==> src/rtl/piso_serializer_32_bit_if.sv <==
`default_nettype none
// ============================================================================
// Module      : piso_serializer_32_bit_if
// Description : Producer-side handshake and serial-side outputs of the
//               32-bit PISO serializer, bundled as one interface.
// Revision    : 1.0 - initial release
// ============================================================================
interface piso_serializer_32_bit_if #(
   parameter int DATA_WIDTH = 32
);
   logic                  Enable_In;
   logic [DATA_WIDTH-1:0] Parallel_Data_In;
   logic                  Data_Valid_In;
   logic                  Data_Ready_Out;
   logic                  Serial_Data_Out;
   logic                  Shift_Data_Signal_Out;
   logic                  Word_Done_Out;
   logic                  Busy_Out;

   // Serializer side: consumes the word, drives the serial stream
   modport slave (
      input  Enable_In,
      input  Parallel_Data_In,
      input  Data_Valid_In,
      output Data_Ready_Out,
      output Serial_Data_Out,
      output Shift_Data_Signal_Out,
      output Word_Done_Out,
      output Busy_Out
   );

   // Producer / observer side
   modport master (
      output Enable_In,
      output Parallel_Data_In,
      output Data_Valid_In,
      input  Data_Ready_Out,
      input  Serial_Data_Out,
      input  Shift_Data_Signal_Out,
      input  Word_Done_Out,
      input  Busy_Out
   );
endinterface
`default_nettype wire

==> src/rtl/piso_serializer_32_bit.sv <==
`default_nettype none
// ============================================================================
// Module      : piso_serializer_32_bit
// Description : Accepts a parallel word over valid/ready and shifts it out
//               MSB first with a per-bit strobe for a downstream SIPO.
// Revision    : 1.0 - initial release
// ============================================================================
module piso_serializer_32_bit #(
   parameter int DATA_WIDTH = 32,
   parameter int BIT_PERIOD = 1,
   parameter int GAP_CYCLES = 0
) (
   input  logic                     Clk_In,
   input  logic                     Reset_In,
   piso_serializer_32_bit_if.slave  bus
);
   localparam int BW = (DATA_WIDTH > 1) ? $clog2(DATA_WIDTH) : 1;
   localparam int PW = (BIT_PERIOD > 1) ? $clog2(BIT_PERIOD) : 1;
   localparam int GW = (GAP_CYCLES > 1) ? $clog2(GAP_CYCLES) : 1;

   localparam logic [BW-1:0] BIT_FIRST = BW'(DATA_WIDTH - 1);
   localparam logic [PW-1:0] PER_LAST  = PW'(BIT_PERIOD - 1);
   localparam logic [GW-1:0] GAP_LAST  = GW'((GAP_CYCLES > 0) ? GAP_CYCLES - 1 : 0);

   typedef enum logic [1:0] {
      S_IDLE  = 2'd0,
      S_SHIFT = 2'd1,
      S_GAP   = 2'd2
   } state_t;

   state_t                state_q, state_d;
   logic [DATA_WIDTH-1:0] shreg_q, shreg_d;
   logic [BW-1:0]         bit_cnt_q, bit_cnt_d;
   logic [PW-1:0]         period_cnt_q, period_cnt_d;
   logic [GW-1:0]         gap_cnt_q, gap_cnt_d;

   logic strobe;
   logic last_bit;
   logic ready;
   logic accept;

   // Strobe on the last enabled clock of each bit; ready is suppressed during reset
   always_comb begin
      strobe   = (state_q == S_SHIFT) && bus.Enable_In && (period_cnt_q == PER_LAST);
      last_bit = strobe && (bit_cnt_q == '0);
      ready    = !Reset_In && bus.Enable_In &&
                 ((state_q == S_IDLE) || (last_bit && (GAP_CYCLES == 0)));
      accept   = ready && bus.Data_Valid_In;
   end

   // Next-state logic; everything holds while Enable_In is low
   always_comb begin
      state_d      = state_q;
      shreg_d      = shreg_q;
      bit_cnt_d    = bit_cnt_q;
      period_cnt_d = period_cnt_q;
      gap_cnt_d    = gap_cnt_q;
      if (bus.Enable_In) begin
         case (state_q)
            S_IDLE: begin
               if (accept) begin
                  state_d      = S_SHIFT;
                  shreg_d      = bus.Parallel_Data_In;
                  bit_cnt_d    = BIT_FIRST;
                  period_cnt_d = '0;
               end
            end
            S_SHIFT: begin
               if (!strobe) begin
                  period_cnt_d = period_cnt_q + PW'(1);
               end else if (bit_cnt_q != '0) begin
                  shreg_d      = {shreg_q[DATA_WIDTH-2:0], 1'b0};
                  bit_cnt_d    = bit_cnt_q - BW'(1);
                  period_cnt_d = '0;
               end else if (accept) begin
                  // Back-to-back streaming: next MSB follows the LSB directly
                  shreg_d      = bus.Parallel_Data_In;
                  bit_cnt_d    = BIT_FIRST;
                  period_cnt_d = '0;
               end else if (GAP_CYCLES > 0) begin
                  state_d      = S_GAP;
                  gap_cnt_d    = '0;
               end else begin
                  state_d      = S_IDLE;
               end
            end
            S_GAP: begin
               if (gap_cnt_q == GAP_LAST) begin
                  state_d   = S_IDLE;
               end else begin
                  gap_cnt_d = gap_cnt_q + GW'(1);
               end
            end
            default: state_d = S_IDLE;
         endcase
      end
   end

   // State and datapath registers with asynchronous reset
   always_ff @(posedge Clk_In or posedge Reset_In) begin
      if (Reset_In) begin
         state_q      <= S_IDLE;
         shreg_q      <= '0;
         bit_cnt_q    <= '0;
         period_cnt_q <= '0;
         gap_cnt_q    <= '0;
      end else begin
         state_q      <= state_d;
         shreg_q      <= shreg_d;
         bit_cnt_q    <= bit_cnt_d;
         period_cnt_q <= period_cnt_d;
         gap_cnt_q    <= gap_cnt_d;
      end
   end

   assign bus.Data_Ready_Out        = ready;
   assign bus.Serial_Data_Out       = (state_q == S_SHIFT) && shreg_q[DATA_WIDTH-1];
   assign bus.Shift_Data_Signal_Out = strobe;
   assign bus.Word_Done_Out         = last_bit;
   assign bus.Busy_Out              = (state_q != S_IDLE);
endmodule
`default_nettype wire
==> src/flat_wrapper.sv <==
// flat-port wrapper written by rule: the top's interface ports become plain ports
module piso_serializer_32_bit_flat 
#(
   parameter int DATA_WIDTH = 32,
   parameter int BIT_PERIOD = 1,
   parameter int GAP_CYCLES = 0
)
  (Clk_In, Reset_In, bus_Enable_In, bus_Parallel_Data_In, bus_Data_Valid_In, bus_Data_Ready_Out, bus_Serial_Data_Out, bus_Shift_Data_Signal_Out, bus_Word_Done_Out, bus_Busy_Out);
  piso_serializer_32_bit_if #(.DATA_WIDTH(DATA_WIDTH)) bus_i ();
  input  logic Clk_In;
  input  logic Reset_In;
  input wire logic [$bits(bus_i.Enable_In)-1:0] bus_Enable_In;
  input wire logic [$bits(bus_i.Parallel_Data_In)-1:0] bus_Parallel_Data_In;
  input wire logic [$bits(bus_i.Data_Valid_In)-1:0] bus_Data_Valid_In;
  output wire logic [$bits(bus_i.Data_Ready_Out)-1:0] bus_Data_Ready_Out;
  output wire logic [$bits(bus_i.Serial_Data_Out)-1:0] bus_Serial_Data_Out;
  output wire logic [$bits(bus_i.Shift_Data_Signal_Out)-1:0] bus_Shift_Data_Signal_Out;
  output wire logic [$bits(bus_i.Word_Done_Out)-1:0] bus_Word_Done_Out;
  output wire logic [$bits(bus_i.Busy_Out)-1:0] bus_Busy_Out;
  assign bus_i.Enable_In = bus_Enable_In;
  assign bus_i.Parallel_Data_In = bus_Parallel_Data_In;
  assign bus_i.Data_Valid_In = bus_Data_Valid_In;
  assign bus_Data_Ready_Out = bus_i.Data_Ready_Out;
  assign bus_Serial_Data_Out = bus_i.Serial_Data_Out;
  assign bus_Shift_Data_Signal_Out = bus_i.Shift_Data_Signal_Out;
  assign bus_Word_Done_Out = bus_i.Word_Done_Out;
  assign bus_Busy_Out = bus_i.Busy_Out;
  piso_serializer_32_bit #(.DATA_WIDTH(DATA_WIDTH), .BIT_PERIOD(BIT_PERIOD), .GAP_CYCLES(GAP_CYCLES)) u_core (.Clk_In(Clk_In), .Reset_In(Reset_In), .bus(bus_i));
endmodule
==> config.mk <==
export PLATFORM = sky130hd
export DESIGN_NAME = piso_serializer_32_bit_flat
export DESIGN_NICKNAME = d
export VERILOG_FILES = /design/src/rtl/piso_serializer_32_bit_if.sv /design/src/rtl/piso_serializer_32_bit.sv /design/src/flat_wrapper.sv
export SDC_FILE = /design/constraint.sdc
export NUM_CORES = 1
export LEC_CHECK = 0
export BUFFER_PORTS_ARGS = -buffer_cell sky130_fd_sc_hd__clkbuf_2
export CORE_AREA = 2 2 78 80
export CTS_CLUSTER_SIZE = 14
export DETAILED_ROUTE_END_ITERATION = 8
export DIE_AREA = 0 0 80 82
export PLACE_DENSITY = 0.6
export SLEW_MARGIN = 25
export SYNTH_ARGS = -nofsm -noshare
export SYNTH_HDL_FRONTEND = slang
export SYNTH_SLANG_ARGS = --single-unit
==> constraint.sdc <==
create_clock -name Clk_In -period 4 [get_ports Clk_In]
set_input_delay 0.2 -clock Clk_In [delete_from_list [all_inputs] [get_ports Clk_In]]
set_output_delay 0.2 -clock Clk_In [all_outputs]
set_load 0.01 [all_outputs]
---- After elaboration in Yosys (flattened, before gate mapping) ----
Cells that the tools add are included.
operators by class
  add/subtract/negate cells ............... 3
  equal/unequal tests ..................... 7
  multiplexer cells ....................... 19
  bitwise logic cells ..................... 1
  reduce and logical (&&, ||, !) cells .... 18
operators with widths
  operator               number
  $mux W32               3
  $pmux W32 S2           1
  $mux W5                3
  $mux W2                5
  $pmux W5 S2            1
  $ne A2 B2 Y1 const B   4
  $logic_and A1 B1 Y1    7
  $pmux W2 S3            1
  $reduce_and A6 Y1      1
  $logic_not A5 Y1       1
  $reduce_bool A5 Y1     1
  $sub A5 B1 Y5 const B  1
  $mux W1                4
  $reduce_and A2 Y1      2
  $reduce_bool A2 Y1     2
  $reduce_and A3 Y1      1
  $add A1 B1 Y1 const B  2
  $eq A2 B1 Y1 const B   1
  $eq A2 B2 Y1 const B   1
  $logic_not A2 Y1       1
  $ne A2 B1 Y1 const B   1
  $pmux W1 S2            1
  $logic_not A1 Y1       1
  $logic_or A1 B1 Y1     1
  $not A1 Y1             1
word-level totals
  flip-flop bits (word level) ............. 41
  output and inout bits ................... 5
  word-level logic and storage cells ...... 53

---- Longest topological paths before layout ----
Gate-level depths: netlist of run 1.
  depth after elaboration ................. 11
  gate-level depth with buffers ........... 7
  gate-level depth less buffers ........... 6

---- Worst setup path after synthesis of run 1 ----
Ideal clock, no wire load.
  path type ............................... register to register
  start point ............................. register u_core.bit_cnt_q[0]
  end point ............................... register u_core.shreg_q[22]
  library setup time ...................... 119 ps
  arrival time ............................ 1479 ps
  slack ................................... 2402 ps
  stages on the path, launching flop included .. 8
  buffers on the path ..................... 1
  clock period less this slack ............ 1598 ps
  cell sequence ........................... dfrtp_1 > inv_1 > ha_1 > nor4b_4 > o32ai_4 > buf_6 > o22ai_1 > nor2_1
between the ends
  word-level cells in the longest chain between the ends .. 9
  elaborated cells on any way between the ends .. 10
  classes of those cells .................. mux (4); reduce/logical (6)
ends and longest elaborated chain
  element                 line                           RTL
  from (decl)             piso_serializer_32_bit.sv:33   logic [BW-1:0] bit_cnt_q, bit_cnt_d;
  from (signal assigned)  piso_serializer_32_bit.sv:110  bit_cnt_q <= bit_cnt_d;
  $logic_not A5 Y1        piso_serializer_32_bit.sv:45   last_bit = strobe && (bit_cnt_q == '0);
  $logic_and A1 B1 Y1     piso_serializer_32_bit.sv:45
  $logic_or A1 B1 Y1      piso_serializer_32_bit.sv:47   ((state_q == S_IDLE) || (last_bit && (GAP_CYCLES == 0)));
  $logic_and A1 B1 Y1     piso_serializer_32_bit.sv:46   ready = !Reset_In && bus.Enable_In &&
  $logic_and A1 B1 Y1     piso_serializer_32_bit.sv:48   accept = ready && bus.Data_Valid_In;
  $mux W32                -
  $mux W32                piso_serializer_32_bit.sv:71   end else if (bit_cnt_q != '0) begin
  $mux W32                piso_serializer_32_bit.sv:69   if (!strobe) begin
  $pmux W32 S2 (*)        piso_serializer_32_bit.sv:59   case (state_q)
  to (signal assigned)    piso_serializer_32_bit.sv:109  shreg_q <= shreg_d;
  to (decl)               piso_serializer_32_bit.sv:32   logic [DATA_WIDTH-1:0] shreg_q, shreg_d;
Every way passes the cells marked *; elsewhere a longest branch is shown, timed or not. The select of a mux whose other input is x is not followed.
A chain may end at the register's enable or synchronous reset.

---- Final worst setup path of run 1 ----
  start point ............................. register u_core.bit_cnt_q[0]
  end point ............................... register u_core.shreg_q[1]
The elaborated chain is that of the path after synthesis.

==> metrics.md, run 1 <==
| Metric | Value |
|---|---|
| Gpl congestion | `0.7885` |
| Count of final setup violators | `0` |
| Pre-Repair DR Iteration Count | `4` |
| Reg power frac | `52.8%` |
| Synthesized flop and latch total | `39` |
| Footprint of the multi-input gates | `703.2 µm²` |
| Kind of critical path | `reg2reg` |
| Mapped Cells | `187` |
| Reg clk slew, reported paths | `0.08 ns` |
| FF-to-FF Start | `u_core.bit_cnt_q[0]` |
| Synth async-reset ratio | `100.0%` |
| Power Total | `1.318 mW` |
| Total routed wirelength | `3712 µm` |
| Clock power frac | `21.3%` |
| Arrival time of the worst setup path | `2.39 ns` |
| Clk_skew | `0.01144 ns` |
| DRC Markers | `0` |
| Slew @ Worst Pin | `0.8501 ns` |
| Synth warn | `0` |
| Final cycle utilization of the critical path | `54.44%` |
| Final Util | `36.98%` |
| CP Capture Type | `register` |
| FF/Latch Area | `975.9 µm²` |
| Die Ht | `82 µm` |
| Peak supply drop | `288.4 µV` |
| Post-CTS Hold Buffers | `0` |
| Worst Setup Start Kind | `register` |
| Post-synth EDFFs | `0` |
| Vias/cell | `4.772` |
| Core Area | `5746 µm²` |
| GRT Resource Usage Total | `11.53%` |
| Post-synth cell types | `29` |
| Critical path depth in cells | `7` |
| Most common cell in the netlist | `nor2_1` |
| Status | `completed` |
| Postcts setup bufs | `0` |
| CTS Buf Count | `5` |
| Post-DP HPWL | `2493 µm` |
| Area delta synth->final | `18.16%` |
| Vias in the first global route | `1324` |
| Static leakage | `0.9184 nW` |
| Synth top area share | `54.28%` |
| Initial Util | `31.29%` |
| CTS tree | `yes` |
| Final max-slew violation count | `0` |
| Reg2reg path depth | `7` |
| TritonCTS Sinks | `39` |
| Port bufs | `40` |
| Row cnt | `28` |
| Final-report hold violation count | `0` |
| R2r endpoint | `u_core.shreg_q[1]` |
| Die area | `6560 µm²` |
| Total net switching power | `0.4466 mW` |
| Slew HR | `43.32%` |
| Clock Tree Buf Depth | `2` |
| IO Count | `41` |
| First-pass GRT wire length | `5913 µm` |
| Logic pwr share | `25.8%` |
| GRT Residual Overflow | `0` |
| Share of cells above drive strength 1 | `25.00%` |
| Skew-Pair Late Insertion Delay | `0.29 ns` |
| Minimum clock period | `2.177 ns` |
| Switching Share | `33.89%` |
| Clock root cell | `clkbuf_8` |
| Largest net degree at the start of global routing | `42` |
| Nets@finish | `264` |
| Syn Nets | `224` |
| Filler cells | `609` |
| Synth area leader | `dfrtp_1` |
| Synth top cells by count | `nor2_1, dfrtp_1, o22ai_1` |
| H-tree levels | `2` |
| Drt first-iter violations | `80` |
| Main synth FF type | `dfrtp_1` |
| Initial antenna violation count | `0` |
| Horiz. Die Dim | `80 µm` |
| DR vias | `1446` |
| Highest Clock Rate | `0.4593 GHz` |
| Family with the most delay on the worst path | `compound AO/OA/AOI/OAI gates` |
| WP buf/inv | `2` |
| RSZ-0062 raised after global routing | `false` |
| CP max stage delay | `0.70 ns` |
| Mapped Area | `1798 µm²` |
| Synth top area cells | `dfrtp_1, nor2_1, o22ai_1` |
| ANT nets after route | `0` |
| Worst-path cell chain | `inv_1, ha_1, nor4b_4, a21oi_2, buf_4, o22ai_1, a21oi_1` |
| Crit Path Max Fanout | `19` |
| Post-route setup TNS | `0 ns` |
| # resized after CTS | `0` |
| Worst path slowest cell | `a21oi_2` |
| Max-cap violations | `0` |
| Power per Cell Area | `620.2 nW/µm²` |
| Hold Path Class | `in2async` |
| FF-to-FF setup slack | `1.82 ns` |
| Wire length per cell | `12.25 µm` |
| Internal | `0.8710 mW` |
| CP required | `4.21 ns` |
| Sequential fraction of the synthesis area | `54.28%` |
| Syn_area_per_cell | `9.615 µm²` |
| Diodes inserted | `0` |
[per-layer routing]
metal | vias to the layer above | part of all wire, % | track usage, %
met5 | - | 0 | 0
met4 | 0 | 0.32 | 3.051
met3 | 2 | 5.1 | 3.187
met2 | 33 | 45 | 18.00
met1 | 687 | 50 | 15.86
li1 | 724 | - | -
[power groups by stage]
stage | combinational (mW) | clock [mW] | sequential, mW
CTS | 0.345 | 0.292 | 0.694
global placement | 0.337 | 0 | 0.699
global route | 0.389 | 0.308 | 0.715
detailed placement | 0.345 | 0 | 0.701
floorplan | 0.294 | 0 | 0.667
finish | 0.340 | 0.281 | 0.696
[logic make-up after synthesis]
kind of cell	count (synthesis)	share of synthesized area (%)
buffers and inverters	18	6.611
AND/OR/NAND/NOR	84	21.71
flip-flops	39	54.28
AO/OA/AOI/OAI	45	16.70
adder cells (fa/ha/maj)	1	0.6958
[final cells by class]
cell class                      instances  share of cell area, %
Timing Repair Buffer                   43                  10.48
Clock inverter                          2                 0.7656
Multi-Input combinational cell        130                  33.10
Tap cell                               75                  4.417
Sequential cell                        39                  45.94
Inverter                                8                  1.413
Clock buffer                            6                  3.887
[worst reg2reg max path: stages, from the launching register on]
cell,delay (ns)
dfrtp_1,0.39
inv_1,0.06
ha_1,0.22
nor4b_4,0.16
a21oi_2,0.70
buf_4,0.34
o22ai_1,0.10
a21oi_1,0.12
[registers in the layout (all words and copies together) (netlist names)]
signal / count
u_core.bit_cnt_q: 5
u_core.shreg_q: 32
u_core.period_cnt_q: 1
u_core.state_q: 1
[metrics by stage]
step | setup slack (ns) | instance area [µm²] | instances | hold WS [ns]
after floorplan | 2.402 | 1798 | 187 | 0.3276
after global placement | 1.879 | 2026 | 295 | 0.3776
after global routing | 1.624 | 2125 | 303 | 0.1032
after CTS | 1.777 | 2125 | 303 | 0.06392
final | 1.823 | 2125 | 303 | 0.05192
after detailed placement | 1.783 | 2026 | 295 | 0.3856
[layout by cell type (no fill, tap or decap), drive strengths merged]
cell and n:
clkinv 1, and3 1, buf 3, nand3b 1
inv 8, nor4bb 2, clkinvlp 1, nand2 7
dfrtp 39, nor4b 1, and2 2, nor2 64
a21oi 6, o32ai 1, ha 1, nand4 1
o22ai 32, nor3 1, o31ai 1, nor2b 2
nand2b 1, clkbuf 46, or4b 1, o21a 1
a32oi 1, o21ai 3
[worst max path at each step]
stage | start | to | slack [ns]
floorplan | u_core.bit_cnt_q[0] | u_core.shreg_q[22] | 2.40
global placement | u_core.bit_cnt_q[0] | u_core.shreg_q[1] | 1.88
detailed placement | u_core.bit_cnt_q[0] | u_core.shreg_q[1] | 1.78
CTS | u_core.bit_cnt_q[0] | u_core.shreg_q[1] | 1.78
global route | u_core.bit_cnt_q[0] | u_core.shreg_q[1] | 1.62
finish | u_core.bit_cnt_q[0] | u_core.shreg_q[1] | 1.82
(Power assumes the default switching activity.)
==> run 2, diff against run 1 <==
--- a/config.mk
+++ b/config.mk
@@ -10,7 +10,7 @@
 export CTS_CLUSTER_SIZE = 14
 export DETAILED_ROUTE_END_ITERATION = 8
 export DIE_AREA = 0 0 80 82
-export PLACE_DENSITY = 0.6
+export PLACE_DENSITY = 0.62
 export SLEW_MARGIN = 25
 export SYNTH_ARGS = -nofsm -noshare
 export SYNTH_HDL_FRONTEND = slang
==> constraint.sdc (replaced) <==
create_clock -name Clk_In -period 1.9 [get_ports Clk_In]
set_input_delay 0.095 -clock Clk_In [delete_from_list [all_inputs] [get_ports Clk_In]]
set_output_delay 0.095 -clock Clk_In [all_outputs]
set_load 0.01 [all_outputs]
==> run 2 against run 1 <==
Worst hold slack worse by 0.018 ns. Utilization is 2.2 points higher. Final area up 6.1%. Power is 130% higher. Sequential share of layout area fell by 2.6 points. Non-clock buffer count is 6 higher. Flip-flop and latch count unchanged. Wire length grew 3.7%. Clock power rose to 2.9 times the previous value. Largest cell class unchanged. Largest power group unchanged.
==> metrics.md, run 2 (synthesis gave the netlist of run 1 again) <==
| Metric | Value |
|---|---|
| Status | `completed (unchanged)` |
| Setup crit start | `u_core.bit_cnt_q[0] (unchanged)` |
| Area delta synth->final | `25.33% (was 18.16%)` |
| Reg2reg path depth | `8 (was 7)` |
| H-tree levels | `2 (unchanged)` |
| Clk_skew | `0.005280 ns (was 0.01144 ns)` |
| FF-to-FF setup slack | `0.17 ns (was 1.82 ns)` |
| Initial Util | `31.29% (unchanged)` |
| Commonest non-fill, non-tap cell in the layout | `nor2_1 (unchanged)` |
| Power per Cell Area | `1356 nW/µm² (was 620.2 nW/µm²)` |
| Clock Tree Buf Depth | `2 (unchanged)` |
| Static leakage | `0.9740 nW (was 0.9184 nW)` |
| Die Ht | `82 µm (unchanged)` |
| Port bufs | `40 (unchanged)` |
| Worst-path cell chain | `inv_1, ha_4, or4b_4, nor2_4, buf_6 (was inv_1, ha_1, nor4b_4, a21oi_2, buf_4, o22ai_1, a21oi_1)` |
| Vias in the first global route | `1455 (was 1324)` |
| Horiz. Die Dim | `80 µm (unchanged)` |
| Max-cap violations | `0 (unchanged)` |
| Largest regs | `u_core.shreg_q (32), u_core.bit_cnt_q (5) (unchanged)` |
| Count of final setup violators | `0 (unchanged)` |
| DR vias | `1470 (was 1446)` |
| GRT Residual Overflow | `0 (unchanged)` |
| Slew @ Worst Pin | `0.4693 ns (was 0.8501 ns)` |
| Nets@finish | `270 (was 264)` |
| CP max stage delay | `0.53 ns (was 0.70 ns)` |
| Highest Clock Rate | `0.5620 GHz` |
| Worst path slowest cell | `or4b_4 (was a21oi_2)` |
| Max reg flops | `32 (unchanged)` |
| IO Count | `41 (unchanged)` |
| Clock root cell | `clkbuf_8 (unchanged)` |
| Final max-slew violation count | `0 (unchanged)` |
| GRT Resource Usage Total | `12.52% (was 11.53%)` |
| Largest net degree at the start of global routing | `38 (was 42)` |
| Final cycle utilization of the critical path | `93.65%` |
| Row cnt | `28 (unchanged)` |
| First-pass GRT wire length | `6320 µm (was 5913 µm)` |
| Minimum clock period | `1.779 ns` |
| ANT nets after route | `0 (unchanged)` |
| Filler cells | `596 (was 609)` |
| Footprint of the multi-input gates | `732.0 µm² (was 703.2 µm²)` |
| CP required | `1.80 ns (was 4.21 ns)` |
| Worst Setup Start Kind | `register (unchanged)` |
| Wire length per cell | `12.46 µm (was 12.25 µm)` |
| Total routed wirelength | `3851 µm (was 3712 µm)` |
| TritonCTS Sinks | `39 (unchanged)` |
| Power Total | `3.056 mW (was 1.318 mW)` |
| Design area | `2253 µm² (was 2125 µm²)` |
| CTS Buf Count | `5 (unchanged)` |
| CP Capture Type | `output pin (was register)` |
| R2r endpoint | `u_core.bit_cnt_q[2] (was u_core.shreg_q[1])` |
| Vias/cell | `4.757 (was 4.772)` |
| Arrival time of the worst setup path | `1.68 ns (was 2.39 ns)` |
| CTS tree | `yes (unchanged)` |
| Core Area | `5746 µm² (unchanged)` |
| Commonest non-fill, non-tap cells in the layout | `nor2_1, clkbuf_2, dfrtp_1 (unchanged)` |
| Diodes inserted | `0 (unchanged)` |
| Slew HR | `68.71% (was 43.32%)` |
| FF-to-FF Start | `u_core.bit_cnt_q[0] (unchanged)` |
| Final-report hold violation count | `0 (unchanged)` |
| Post-DP HPWL | `2639 µm (was 2493 µm)` |
| Hold Path Class | `in2reg (was in2async)` |
| Die area | `6560 µm² (unchanged)` |
| Gpl congestion | `0.8076 (was 0.7885)` |
| FF/Latch Area | `975.9 µm² (unchanged)` |
| Share of cells above drive strength 1 | `26.92% (was 25.00%)` |
| Pre-Repair DR Iteration Count | `4 (unchanged)` |
| Initial antenna violation count | `0 (unchanged)` |
| Reg clk slew, reported paths | `0.08 ns (about the same)` |
| Kind of critical path | `reg2out (was reg2reg)` |
| Drt first-iter violations | `73 (was 80)` |
| Largest Register | `u_core.shreg_q (unchanged)` |
| Crit Path Max Fanout | `4 (was 19)` |
| Setup crit end | `bus_Word_Done_Out (was u_core.shreg_q[1])` |
| DRC Markers | `0 (unchanged)` |
| Peak supply drop | `560.7 µV (was 288.4 µV)` |
| Area after detailed placement | `2046 µm² (was 2026 µm²)` |
| Skew-Pair Late Insertion Delay | `0.29 ns (about the same)` |
[run 2: through the flow]
step	std cells	util [%]	worst slack (ns)	hold WS, ns	TNS [ns]
after floorplan	187	-	0.3019	0.2226	0
after detailed placement	296	35.61	0.1282	0.004879	0
final	309	39.22	0.1207	0.03435	0
after CTS	308	38.48	0.01795	0.02953	0
after global placement	296	35.61	0.1836	-0.002516	0
after global routing	309	39.22	-0.007432	0.03387	-0.007432
[run 2: critical path, delay by kind of cell, from the launching register on]
kind | cells | cell delay [ns]
DFF | 1 | 0.41
adders and majority gates | 1 | 0.14
buffers and inverters | 2 | 0.21
and+or+nand+nor | 2 | 0.64
[run 2: what timing repair did]
item / 4_1_cts / 5_1_grt
resized for setup: 0 / 7
buffers inserted: 3 / 1
hold buffers: 1 / 0
endpoints found under the hold margin: 2 / 0
pin swaps: 0 / 2
setup endpoints to repair: 1 / 12
[run 2: layout make-up]
class                      instances  area share (%)
sequential                        39           43.31
multi-input combinational        130           32.48
timing repair buffer              49           12.83
tap                               75           4.164
clock buffer                       6           3.220
clock inverter                     2           2.665
inverter                           8           1.333
[run 2: power breakdown]
group,switching (mW),internal [mW]
logic,0.406,0.360
clock network,0.293,0.525
registers,0.265,1.21
[run 2: how the worst min path moves through the flow]
stage                             startpoint                 end  slack [ns]  depth (start not counted)
floorplan            bus_Parallel_Data_In[0]   u_core.shreg_q[0]        0.22                          2
global placement                    Reset_In   u_core.state_q[0]      -0.003                          2
detailed placement                  Reset_In   u_core.state_q[0]       0.005                          2
CTS                 bus_Parallel_Data_In[10]  u_core.shreg_q[10]        0.03                          3
global route        bus_Parallel_Data_In[24]  u_core.shreg_q[24]        0.03                          3
finish              bus_Parallel_Data_In[10]  u_core.shreg_q[10]        0.03                          3
[run 2: routing by layer]
| layer | up-vias | part of all wire [%] | track usage (%) |
|---|---|---|---|
| met4 | 0 | 1.1 | 4.237 |
| met2 | 36 | 47 | 21.67 |
| li1 | 739 | - | - |
| met1 | 691 | 47 | 15.09 |
| met5 | - | 0 | 0 |
| met3 | 4 | 4.5 | 3.407 |
